<file path="src/rtl/wb_arbiter.sv">
// Write-back arbiter: merges ALU results and queued load results onto one register-bank write port.
// Optional queue-starvation protection is enabled by defining WB_STARVE_GUARD_EN.
module wb_arbiter #(
  parameter int unsigned NUMREGS      = 32,
  parameter int unsigned DATAWIDTH    = 32,
  parameter int unsigned FIFODEPTH    = 4,
  parameter int unsigned STARVE_LIMIT = 3
) (
  input  logic                           clk_i,
  input  logic                           rst_i,
  input  logic                           alu_valid_i,
  output logic                           alu_ready_o,
  input  logic [$clog2(NUMREGS)-1:0]     alu_addr_i,
  input  logic [DATAWIDTH-1:0]           alu_data_i,
  input  logic                           mem_valid_i,
  output logic                           mem_ready_o,
  input  logic [$clog2(NUMREGS)-1:0]     mem_addr_i,
  input  logic [DATAWIDTH-1:0]           mem_data_i,
  output logic                           we_o,
  output logic [$clog2(NUMREGS)-1:0]     waddr_o,
  output logic [DATAWIDTH-1:0]           wdata_o,
  output logic [$clog2(FIFODEPTH):0]     q_count_o
);

  localparam int unsigned AW = $clog2(NUMREGS);
  localparam int unsigned PW = $clog2(FIFODEPTH);
  localparam int unsigned CW = PW + 1;

  logic [AW-1:0]        addr_mem_q [FIFODEPTH];
  logic [DATAWIDTH-1:0] data_mem_q [FIFODEPTH];
  logic [PW-1:0]        wr_ptr_q, rd_ptr_q;
  logic [CW-1:0]        count_q, count_d;

  logic q_nonempty;
  logic force_queue;
  logic alu_grant;
  logic q_grant;
  logic enq;

  assign q_nonempty  = (count_q != '0);
  assign mem_ready_o = (count_q != CW'(FIFODEPTH));
  // Acceptance ignores a same-cycle dequeue, so a full queue never accepts.
  assign enq         = mem_valid_i & mem_ready_o;
  assign alu_grant   = alu_valid_i & ~force_queue;
  assign q_grant     = ~alu_grant & q_nonempty;
  assign alu_ready_o = alu_grant;
  assign q_count_o   = count_q;

  always_comb begin
    we_o    = 1'b0;
    waddr_o = '0;
    wdata_o = '0;
    if (alu_grant) begin
      waddr_o = alu_addr_i;
      wdata_o = alu_data_i;
      we_o    = (alu_addr_i != '0);
    end else if (q_grant) begin
      waddr_o = addr_mem_q[rd_ptr_q];
      wdata_o = data_mem_q[rd_ptr_q];
      we_o    = (addr_mem_q[rd_ptr_q] != '0);
    end
  end

  always_comb begin
    count_d = count_q;
    if (enq && !q_grant) begin
      count_d = count_q + CW'(1);
    end else if (!enq && q_grant) begin
      count_d = count_q - CW'(1);
    end
  end

  always_ff @(posedge clk_i or posedge rst_i) begin
    if (rst_i) begin
      wr_ptr_q <= '0;
      rd_ptr_q <= '0;
      count_q  <= '0;
      for (int i = 0; i < FIFODEPTH; i++) begin
        addr_mem_q[i] <= '0;
        data_mem_q[i] <= '0;
      end
    end else begin
      if (enq) begin
        addr_mem_q[wr_ptr_q] <= mem_addr_i;
        data_mem_q[wr_ptr_q] <= mem_data_i;
        wr_ptr_q             <= wr_ptr_q + PW'(1);
      end
      if (q_grant) begin
        rd_ptr_q <= rd_ptr_q + PW'(1);
      end
      count_q <= count_d;
    end
  end

`ifdef WB_STARVE_GUARD_EN
  localparam int unsigned SW = (STARVE_LIMIT > 0) ? $clog2(STARVE_LIMIT + 1) : 1;

  logic [SW-1:0] starve_q, starve_d;

  assign force_queue = q_nonempty && (starve_q == SW'(STARVE_LIMIT));

  // Counts ALU wins that bypassed a waiting load; any load grant or empty queue restarts it.
  always_comb begin
    starve_d = starve_q;
    if (q_grant || !q_nonempty) begin
      starve_d = '0;
    end else if (alu_grant) begin
      starve_d = starve_q + SW'(1);
    end
  end

  always_ff @(posedge clk_i or posedge rst_i) begin
    if (rst_i) begin
      starve_q <= '0;
    end else begin
      starve_q <= starve_d;
    end
  end
`else
  logic unused_starve_limit;

  assign force_queue         = 1'b0;
  assign unused_starve_limit = ^STARVE_LIMIT;
`endif

endmodule

</file>
<file path="config.mk">
export PLATFORM = sky130hd
export DESIGN_NAME = wb_arbiter
export DESIGN_NICKNAME = d
export VERILOG_FILES = /design/src/rtl/wb_arbiter.sv
export SDC_FILE = /design/constraint.sdc
export NUM_CORES = 1
export LEC_CHECK = 0
export BUFFER_PORTS_ARGS = -buffer_cell sky130_fd_sc_hd__buf_4
export CORE_ASPECT_RATIO = 0.8
export CORE_UTILIZATION = 51
export CTS_CLUSTER_DIAMETER = 50
export DETAILED_ROUTE_END_ITERATION = 6
export PLACE_DENSITY = 0.84
export SLEW_MARGIN = 40
export SYNTH_ARGS = -nofsm -noshare
export SYNTH_HDL_FRONTEND = slang
export SYNTH_SLANG_ARGS = --single-unit
</file>
<file path="constraint.sdc">
create_clock -name clk_i -period 4.5 [get_ports clk_i]
set_input_delay 0.675 -clock clk_i [delete_from_list [all_inputs] [get_ports clk_i]]
set_output_delay 0.675 -clock clk_i [all_outputs]
set_load 0.01 [all_outputs]
</file>
==> flow_summary.yaml <==
run_status:
  outcome: "finished, final reports clean"
sta:
  worst_pin_slew_ps: 845
  setup_viol_count_final: 0
  min_period_ps: 3370
  grt_setup_unrepaired: "false"
  fmax_ghz: 0.297
  clock_skew_ps: 5.94
  tns_ps: 0
  finalHoldViolCount: 0
  maxSlewViolCount: 0
  max_slew_margin_pct: 43.5
  fin_crit_sh_pct: 74.9
synth:
  yosysMostFrequentCell: "dfrtp_1"
  synth.mux.area_fraction_pct: 35.6
  syn_area_um2: 7140
  synth_nets: 527
  yosys.area_share.adder_pct: 1.16
  yosysSeqAreaShare_pct: 54.3
  synth_area_per_cell_um2: 16.1
  synth_xor_area_share_pct: 0.736
  synth_top_flop_cell: "dfrtp_1"
  synth_area_leader_cell: "dfrtp_1"
  synth_top_family_by_area: "multiplexers"
  synth_top_area_share_pct: 54.3
  synthArstFlopShare_pct: 100
  synth-edff-count: 0
  ys_warn_count: 0
  synth_seq_cells: 155
  synth.distinct_cells: 22
  synth.area.top_cells: "dfrtp_1, mux2_2, mux4_2, a22o_1, mux4_1"
  syn_inst: 443
  synthSimpleGateAreaFrac_pct: 0.999
  synth_compound_area_share_pct: 4.86
  synth_common_cells: "dfrtp_1, mux2_2, a22o_1, mux4_2, buf_2"
detailed_routing:
  drtAntennaViolNets: 0
  drt_iter0_drc: 239
  via_count: 4299
  wire_per_inst_um: 20.3
  dr.pass1.iters: 4
  viasPerCell: 5.72
  drc: 0
  wirelength_um: 15200
power:
  total_power_w: 0.00669
  peakVddDrop_mv: 0.375
  p_clk_share_pct: 22.5
  combPwrFrac_pct: 38.6
  power.leakage_nw: 3.95
  swShare_pct: 29.5
  intPower_w: 0.00472
  p_sw_w: 0.00198
  powerDensity_nw_per_um2: 756
  power_frac_seq_pct: 38.9
finish:
  drive_above_1_share_pct: 60.1
  multi_input_area_um2: 3100
  synthToLayoutAreaGrowth_pct: 24.1
  final_nets: 645
  postLayoutCellArea_um2: 8860
  seqCellArea_um2: 3880
  final_cell_count_no_fill: 752
  antennaDiodeCount: 0
  fill_cells: 969
clock_network:
  clockBufferDepth: 2
  numCtsBuffers: 17
  cts-root-buf: "clkbuf_16"
  clk_latency_ps: 420
  clkTransAtPathRegs_ps: 60
  hold_buffers: 0
  ctsResizeCount: 0
  cts_tree: "done"
  cts.sinks: 155
  post-cts-setup-buffers: 0
  htreeDepth: 4
grt:
  antenna_found_initial: 0
  track_usage_pct: 22.6
  grt_max_degree: 156
  grt_pass1_wl_um: 24500
  grt-ovfl-total: 0
  grt_pass1_vias: 4656
setup_path:
  reg2reg_setup_slack_ps: 1960
  timing.rr.start: "q_count_o[0]$_DFFE_PP0P_"
  required_ps: 3830
  worstReg2RegEnd: "q_count_o[2]$_DFFE_PP0P_"
  startpoint_type: "flop"
  cp_max_fo: 27
  crit_type: "flop to primary output"
  crit_arrival_ps: 2690
  endpoint_kind: "primary output"
  r2r_cells: 8
placed_design:
  dp_hpwl_um: 9450
  place.gp.congestion: 0.719
  placed_cells: 721
  placed_area_um2: 8200
  port-buffer-count: 120
die:
  dieArea_um2: 14500
  core_area_um2: 13600
  num_rows: 38
  die_x_um: 134
  ios: 121
  fp.dieH_um: 108
  start_util_pct: 52.5
flow_run:
  maxCapViolations: 0
min_path:
  worst_hold_path_type: "primary input to async pin"
cell usage in the layout (no fill, tap or decap), types with 4 or more instances in the layout:
| master | n |
|---|---|
| ha_1 | 5 |
| a22o_1 | 37 |
| inv_1 | 4 |
| xnor2_1 | 4 |
| mux2_2 | 149 |
| clkbuf_16 | 17 |
| nand2_1 | 4 |
| dfrtp_1 | 153 |
| nand2_2 | 4 |
| mux4_1 | 7 |
| clkbuf_8 | 4 |
| mux4_2 | 30 |
| bufinv_16 | 4 |
| buf_4 | 127 |
critical path, stage by stage (launching register included):
cell     delay [ps]
dfrtp_4         740
mux4_1          630
or4_1           540
o21ai_1         150
nand2_1          70
buf_4           140
power groups by stage:
stage                     sequential [W]  combinational, W  clock (W)
after floorplan                  0.00237           0.00202          0
after global placement           0.00253           0.00249          0
after detailed placement         0.00261           0.00258          0
after CTS                        0.00260           0.00261    0.00153
after global routing             0.00270           0.00278    0.00158
final                            0.00260           0.00258    0.00151
final cells by class:
| type | count | share of cell area [%] |
|---|---|---|
| Sequential cell | 155 | 43.9 |
| Multi-Input combinational cell | 253 | 35.0 |
| Timing Repair Buffer | 129 | 11.3 |
| Clock buffer | 23 | 5.51 |
| Tap cell | 180 | 2.54 |
| Clock inverter | 7 | 1.55 |
| Inverter | 5 | 0.254 |
metal layers:
layer	global-route usage, %	share of wire [%]	up-vias	wire length [um]
met1	28.9	43	2261	6600
met3	5.51	3.6	21	547
met5	0	0	-	0
li1	-	-	1929	-
met2	38.7	52	88	7910
met4	6.34	1.1	0	172
through the flow:
step,hold slack (ps),setup WS [ps],utilization [%]
2_1_floorplan,470,1870,-
3_3_place_gp,479,1390,60.3
3_5_place_dp,487,1360,60.3
4_1_cts,500,914,64.9
5_1_grt,356,1000,65.1
6_report,326,1130,65.1
sequential cells by signal, indices dropped and copies added (netlist names):
| register | count |
|---|---|
| rd_ptr_q | 2 |
| data_mem_q | 128 |
| wr_ptr_q | 2 |
| addr_mem_q | 20 |
| q_count_o | 3 |
kinds of logic (layout without fill, tap and decap cells):
kind of cell / Yosys count / after routing
adder cells (fa/ha/maj): 6 / 6
XOR/XNOR: 6 / 6
AND/OR/NAND/NOR: 14 / 14
buffers and inverters: 35 / 164
flip-flops: 155 / 155
AO/OA/AOI/OAI: 41 / 41
multiplexers: 186 / 186
worst max-delay path by stage:
stage | from | endpoint | depth (start not counted)
2_1_floorplan | rst_i | addr_mem_q[0]$_DFFE_PP0P_ | 1
3_3_place_gp | rd_ptr_q[0]$_DFFE_PP0P_ | we_o | 5
3_5_place_dp | rd_ptr_q[0]$_DFFE_PP0P_ | we_o | 5
4_1_cts | rd_ptr_q[0]$_DFFE_PP0P_ | we_o | 5
5_1_grt | rd_ptr_q[0]$_DFFE_PP0P_ | we_o | 5
6_report | rd_ptr_q[0]$_DFFE_PP0P_ | we_o | 5
Note: power is estimated with default switching activity, not from simulation.
